--- src/rtl/fifo_seg_drain.sv ---
// fifo_seg_drain: pops FIFO bytes one at a time into a 4-byte shift register shown on eight 7-segment digits
module fifo_seg_drain #(
  parameter int DATA_WIDTH = 8,
  parameter int HOLD_CYCLES = 4,
  parameter bit SEG_ACTIVE_LOW = 1
) (
  input  logic                  clk,
  input  logic                  rst,
  input  logic                  fifo_empty,
  output logic                  fifo_rd_en,
  input  logic [DATA_WIDTH-1:0] fifo_rd_data,
  output logic [7:0]            seg0,
  output logic [7:0]            seg1,
  output logic [7:0]            seg2,
  output logic [7:0]            seg3,
  output logic [7:0]            seg4,
  output logic [7:0]            seg5,
  output logic [7:0]            seg6,
  output logic [7:0]            seg7,
  output logic [7:0]            byte_cnt,
  output logic                  busy
);
  localparam int HW = HOLD_CYCLES > 0 ? $clog2(HOLD_CYCLES + 1) : 1;
  localparam int HLOAD = HOLD_CYCLES > 0 ? HOLD_CYCLES - 1 : 0;
  typedef enum logic [1:0] {IDLE, CAPTURE, HOLD} state_t;
  state_t state, state_nx;
  logic [31:0] disp_buf;
  logic [HW-1:0] hold_cnt;
  logic [7:0] seg [8];
  function automatic logic [6:0] hex7(input logic [3:0] n);
    case (n)
      4'h0: hex7 = 7'h3F;
      4'h1: hex7 = 7'h06;
      4'h2: hex7 = 7'h5B;
      4'h3: hex7 = 7'h4F;
      4'h4: hex7 = 7'h66;
      4'h5: hex7 = 7'h6D;
      4'h6: hex7 = 7'h7D;
      4'h7: hex7 = 7'h07;
      4'h8: hex7 = 7'h7F;
      4'h9: hex7 = 7'h6F;
      4'hA: hex7 = 7'h77;
      4'hB: hex7 = 7'h7C;
      4'hC: hex7 = 7'h39;
      4'hD: hex7 = 7'h5E;
      4'hE: hex7 = 7'h79;
      default: hex7 = 7'h71;
    endcase
  endfunction
  always_ff @(posedge clk or posedge rst)
    if (rst) begin
      state <= IDLE;
      disp_buf <= '0;
      hold_cnt <= '0;
      byte_cnt <= '0;
    end else begin
      state <= state_nx;
      if (state == CAPTURE) begin
        disp_buf <= {disp_buf[23:0], fifo_rd_data[7:0]};
        byte_cnt <= byte_cnt + 8'd1;
        hold_cnt <= HW'(HLOAD);
      end else if (state == HOLD && hold_cnt != '0) begin
        hold_cnt <= hold_cnt - HW'(1);
      end
    end
  always_comb begin
    state_nx = state;
    state_nx = state == IDLE ? (fifo_empty ? IDLE : CAPTURE)
             : state == CAPTURE ? (HOLD_CYCLES == 0 ? IDLE : HOLD)
             : hold_cnt == '0 ? IDLE : HOLD;
    fifo_rd_en = state == IDLE && !fifo_empty && !rst;
    busy = state != IDLE;
  end
  // only the least significant digit's dp carries the busy indication
  for (genvar k = 0; k < 8; k++) begin : g_seg
    logic [7:0] raw;
    assign raw = {k == 0 ? busy : 1'b0, hex7(disp_buf[4*k +: 4])};
    assign seg[k] = SEG_ACTIVE_LOW ? ~raw : raw;
  end
  assign seg0 = seg[0];
  assign seg1 = seg[1];
  assign seg2 = seg[2];
  assign seg3 = seg[3];
  assign seg4 = seg[4];
  assign seg5 = seg[5];
  assign seg6 = seg[6];
  assign seg7 = seg[7];
endmodule
--- config.mk ---
export PLATFORM = sky130hd
export DESIGN_NAME = fifo_seg_drain
export DESIGN_NICKNAME = d
export VERILOG_FILES = /design/src/rtl/fifo_seg_drain.sv
export SDC_FILE = /design/constraint.sdc
export NUM_CORES = 1
export LEC_CHECK = 0
export CAP_MARGIN = 20
export CORE_ASPECT_RATIO = 1.75
export CORE_UTILIZATION = 55
export CTS_CLUSTER_DIAMETER = 150
export DETAILED_ROUTE_END_ITERATION = 16
export PLACE_DENSITY = 0.88
export SLEW_MARGIN = 20
export SYNTH_ARGS = -nofsm -noshare
export SYNTH_HDL_FRONTEND = slang
export SYNTH_SLANG_ARGS = --single-unit
--- constraint.sdc ---
create_clock -name clk -period 2.7 [get_ports clk]
set_clock_uncertainty 0.1 [all_clocks]
set_input_delay 0.54 -clock clk [delete_from_list [all_inputs] [get_ports clk]]
set_output_delay 0.54 -clock clk [all_outputs]
set_load 0.01 [all_outputs]
==> metrics.md <==
| Metric | Value |
|---|---|
| First-pass GRT wire length | `14020 um` |
| Worst Path Arrival | `1.99 ns` |
| CP max stage delay | `0.49 ns` |
| Seq cells post-synth | `45` |
| Syn avg cell area | `9.192 um^2` |
| Commonest non-fill, non-tap cells in the layout | `clkdlybuf4s50_1, ha_1, nand2_1, dfrtp_1, o21ai_0` |
| Root Driver | `clkbuf_16` |
| Synth cell types | `42` |
| Commonest non-fill, non-tap cell in the layout | `clkdlybuf4s50_1` |
| Crit path cell chain | `buf_4 > ha_1 > mux2_2 > nand2_1 > o31ai_1 > clkdlybuf4s50_1` |
| Residual DRC | `0` |
| Crit Path Class | `reg -> out` |
| RePlAce Congestion | `0.8062` |
| Antenna Violating Nets Remaining | `0` |
| DP HPWL | `6229 um` |
| Synth Area in Simple Gates | `0.1538` |
| Setup TNS | `0 ns` |
| # port buffers | `77` |
| Max Cap Violations | `0` |
| Drt wl/cell | `14.98 um` |
| I/O pin total | `85` |
| Top Metal Used | `met4` |
| Pwr dens | `1363 mW/mm^2` |
| Reg-to-reg setup timing slack | `0.99 ns` |
| RSZ-0062 raised after global routing | `no` |
| Hold Startpoint | `byte_cnt[7]` |
| Hold_buf cts | `0` |
| Die ar. | `0.007149 mm^2` |
| Antenna cells | `0` |
| Hold WS | `0.3766 ns` |
| Top FF cell, synth | `dfrtp_1` |
| Placed inst area | `0.004586 mm^2` |
| Hold Vio Cnt, Final | `0` |
| Clock latency at the later pin of the worst-skew pair | `0.28 ns` |
| Yosys top cell by area | `dfrtp_1` |
| DRT Pass-1 Iters | `4` |
| Final period util | `0.9756` |
| Xor/xnor share of the synthesized area | `0.01639` |
| Worst setup SP type | `register` |
| P_leak | `0.002255 uW` |
| Metal3 WL | `267 um` |
| Clk sinks | `45` |
| Vias | `3159` |
| Final WL | `8584 um` |
| Initial Utilization | `0.5721` |
| Gr ovfl total | `0` |
| Core Rows | `39` |
| Syn-to-layout area delta | `30.27%` |
| Final setup violation count | `0` |
| Mapped Cells | `407` |
| Post-synthesis adder-cell area fraction | `0.1706` |
| CTS tree | `yes` |
| Final core occ | `0.7453` |
| Die Width | `64.35 um` |
| Worst reg2reg endpoint | `hold_cnt[0]` |
| Vias in the first global route | `3127` |
| Worst vdd ir | `0.0009251 V` |
| Initial antenna violation count | `0` |
| Fin area | `0.004873 mm^2` |
| Worst hold path class | `reg -> reg` |
| Top-area cell type share of the netlist area | `0.3010` |
| Register area share after synthesis | `0.3010` |
| FFs w/ async S/R, synth | `1.000` |
| Fin nets | `552` |
| Layout cells sized above 1 | `0.1670` |
| Vias per cell | `5.513` |
| Min cycle time layout | `2.634 ns` |
| M1 WL | `3140 um` |
| YS warnings | `0` |
| Status | `finished clean` |
| FMAX | `379.6 MHz` |
| CP max-delay cell | `clkdlybuf4s50_1` |
| Critical R2R Launch | `hold_cnt[0]` |
| Clock transition at path regs | `0.06 ns` |
| Critical Path Sink | `seg1[5]` |
| Fillers | `495` |
| Post-synthesis compound-gate area fraction | `0.1498` |
| WL met2 | `4993 um` |
| Largest family of logic cells by synthesized area | `adder cells` |
| CP Capture Type | `output pin` |
| Core box area | `0.006539 mm^2` |
| Max Transition Viols Final | `0` |
| DRT iter0 DRCs | `99` |
| FF-to-FF path depth | `6` |
| Die Ht | `111.1 um` |
| Post-synthesis mux area share | `0.1304` |
| Critical Path RT | `2.06 ns` |
| Cell Area, Synth | `0.003741 mm^2` |
| Largest net degree at the start of global routing | `31` |
| Worst-path fanout max | `5` |
| Critical Path Source | `disp_buf[5]` |
| CTS Buf Count | `5` |
| H-tree depth | `2` |
| GRT Total Usage | `0.2457` |
| Clk buf depth | `2` |
| Synth top area cells | `dfrtp_1, ha_1, mux2_2` |
| Post-synth EDFFs | `0` |
logic make-up after synthesis:
group                      after synthesis
adders and majority gates               51
muxes                                   40
other                                    1
and+or+nand+nor                        117
buffers and inverters                   59
xor gates and xnor gates                 7
AOI/OAI and AO/OA                       87
DFF                                     45
worst min path at each step:
stage,end,cells past startpoint
final,byte_cnt[7],1
after floorplan,hold_cnt[1],1
after global placement,byte_cnt[7],1
after global routing,byte_cnt[7],1
after detailed placement,byte_cnt[7],1
after CTS,byte_cnt[7],1
stage by stage:
| step | power (uW) | instances | setup WS, ns |
|---|---|---|---|
| floorplan | 3931 | 413 | 0.6645 |
| global placement | 5761 | 554 | 0.1847 |
| detailed placement | 5927 | 554 | 0.01703 |
| CTS | 6636 | 570 | 0.001893 |
| global route | 7125 | 573 | 0.009956 |
| finish | 6644 | 573 | 0.06588 |
state kept, by name, indices dropped and copies added, names as in the netlist:
register,count
state,2
byte_cnt,8
hold_cnt,3
disp_buf,32
worst max-delay path, delay by kind of cell, from the launching register on:
kind / cells / cell delay [ns]
fa+ha+maj: 1 / 0.24
simple gates: 1 / 0.07
mux: 1 / 0.28
buf+inv: 2 / 0.65
compound gates: 1 / 0.08
flops: 1 / 0.39
power breakdown:
group | internal (uW) | total [uW] | leakage (uW) | switching (uW)
Combinational | 2450 | 4480 | 0.00162 | 2040
Sequential | 971 | 1530 | 0.000558 | 559
Clock | 391 | 630 | 0.0000799 | 238
Total | 3810 | 6640 | 0.00225 | 2830
timing repair:
action,in CTS,in global routing
gates resized for setup,29,14
hold endpoints to repair,0,0
setup buffers,8,3
endpoints found under the setup margin,22,14
cells in the mapped netlist, types with 3 or more instances:
cell	n
nand4_1	3
buf_4	7
or3b_2	3
clkbuf_1	10
nand3_1	6
nand3b_1	3
nor3_1	3
a32o_1	5
o21ai_0	32
mux2_1	5
inv_1	27
mux2_2	15
a31oi_1	11
o32ai_1	5
nand2_1	37
o31ai_1	4
nand2b_1	7
xnor2_1	6
mux2i_1	15
mux4_2	5
a22o_1	6
ha_1	51
nor2_1	30
o21a_1	6
buf_2	11
a21oi_1	11
dfrtp_1	45
a211oi_1	3
nor2b_1	19
layout make-up:
| class | count | area (um^2) | share of cell area |
|---|---|---|---|
| multi-input cells | 309 | 2380 | 0.4883 |
| flip-flops and latches | 45 | 1136 | 0.2331 |
| repair buffers | 102 | 996.0 | 0.2044 |
| clock buffers | 7 | 152.6 | 0.03132 |
| well taps | 82 | 102.6 | 0.02105 |
| inverters | 27 | 101.3 | 0.02080 |
| clock inverters | 1 | 5.005 | 0.001027 |
per-layer routing:
layer / vias to the layer above / global-route usage
met5: - / 0
met4: 0 / 0.08593
met3: 16 / 0.02675
met2: 85 / 0.4884
met1: 1498 / 0.2498
li1: 1560 / -
Note: power is estimated with default switching activity, not from simulation.
==> variant: new RTL, config.mk and constraints unchanged <==
The 3 states of `state_t` get a one-hot encoding in 3 bits.
--- a/src/rtl/fifo_seg_drain.sv
+++ b/src/rtl/fifo_seg_drain.sv
@@ -24,3 +24,3 @@
   localparam int HLOAD = HOLD_CYCLES > 0 ? HOLD_CYCLES - 1 : 0;
-  typedef enum logic [1:0] {IDLE, CAPTURE, HOLD} state_t;
+  typedef enum logic [2:0] {IDLE = 3'b001, CAPTURE = 3'b010, HOLD = 3'b100} state_t;
   state_t state, state_nx;
Function: same outputs for any inputs over 10 cycles, from zero or initial values and one cycle with rst high; not proved beyond that.
==> variant against the unedited design <==
Core utilization is 2.4 points lower; final area is 1.5% higher; total power is 20% lower; combinational power is 24% lower; area after synthesis is 3.6% higher; via count is 6.1% higher; die area is 3.5% higher; sequential cell count is 1 higher; routed wire length is 3.4% lower; sequential power is 12% lower; worst hold slack better by 0.0014 ns; setup slack worse by 0.0059 ns; critical endpoint is now seg0[4]; largest cell class unchanged.
==> variant: results (changes against the unedited design) <==
Wl on met1: 3133 µm (-0.22%)
Slowest stage delay, CP: 0.60 ns (+0.11 ns)
CP max FO: 6 (+1)
Final WL: 8293 µm (-3.4%)
DP Wirelength: 6208 µm (-0.34%)
P per Cell Area: 1079 nW/µm² (-21%)
Vias: 3,353 (+6.1%)
Area after DPL: 4678 µm² (+2.0%)
Mux contribution to synthesized area: 0.09619 (-0.03424)
Status: complete, no violations
RD Place Congestion: 0.8238 (+2.2%)
GR met1 Demand/Resource: 0.2490 (-0.0008164)
Reg2reg start: state[1]
R2r setup slk: 0.97 ns (-0.02 ns)
Sequential fraction of the synthesis area: 0.2973 (-0.003715)
Crit Reg-Reg Endpoint: byte_cnt[5]
Synth Area in Adders: 0.1646 (-0.005946)
R2R depth: 4 (-2)
Worst setup path start: disp_buf[1]
Initial DRC count: 155 (+57%)
Pin count of the biggest net entering global routing: 56 (+81%)
Largest registers: disp_buf: 32 flops, byte_cnt: 8 flops
Max VDD drop: 0.0007222 V (-22%)
GR Util met3: 0.02722 (+0.0004688)
P_leak: 0.002348 µW (+4.1%)
Worst Setup EP: seg0[4]
Global-route wire length before repair: 13,770 µm (-1.8%)
==> variant: cell types whose count changed after synthesis, moves of 8 or more <==
cell,before,now
mux2_2,15,2
nor2_1,30,39
nand2_1,37,89
o21ai_0,32,24
a21oi_1,11,2
==> variant: power by group <==
part | leakage [µW] | switching, µW | internal [µW]
Sequential | 0.000573 | 418 | 922
Combinational | 0.00170 | 1510 | 1890
Clock | 0.0000739 | 234 | 367
Total | 0.00235 | 2160 | 3180
==> variant: stage by stage <==
stage | setup WS, ns | power (µW) | instances
CTS | 0.003804 | 5281 | 599
floorplan | 0.6645 | 3216 | 448
detailed placement | 0.1287 | 4697 | 588
global placement | 0.1909 | 4571 | 588
global route | -0.007323 | 5758 | 608
finish | 0.06000 | 5338 | 608
==> variant: timing repair <==
action,CTS,global route
endpoints found under the setup margin,20,11
setup buffers,3,9
gates resized for setup,34,9
==> variant: kinds of logic after synthesis <==
kind of cell	after synthesis
simple gates	173
fa+ha+maj	51
xor+xnor	7
other cells	1
mux	27
flops	46
buf+inv	65
compound gates	72
==> variant: area by class of cell <==
type	instances	area share
Clock inverter	1	0.001012
Timing Repair Buffer	102	0.1965
Tap cell	84	0.02124
Multi-Input combinational cell	337	0.4929
Sequential cell	46	0.2360
Clock buffer	7	0.02883
Inverter	31	0.02352
==> variant: worst min-delay path by stage <==
stage / slack (ns) / startpoint / end / cells after the start
after floorplan: 0.40 / hold_cnt[1] / hold_cnt[1] / 1
after global placement: 0.36 / byte_cnt[7] / byte_cnt[7] / 1
after detailed placement: 0.37 / byte_cnt[7] / byte_cnt[7] / 1
after CTS: 0.38 / byte_cnt[7] / byte_cnt[7] / 1
after global routing: 0.39 / byte_cnt[7] / byte_cnt[7] / 1
final: 0.38 / byte_cnt[7] / byte_cnt[7] / 1
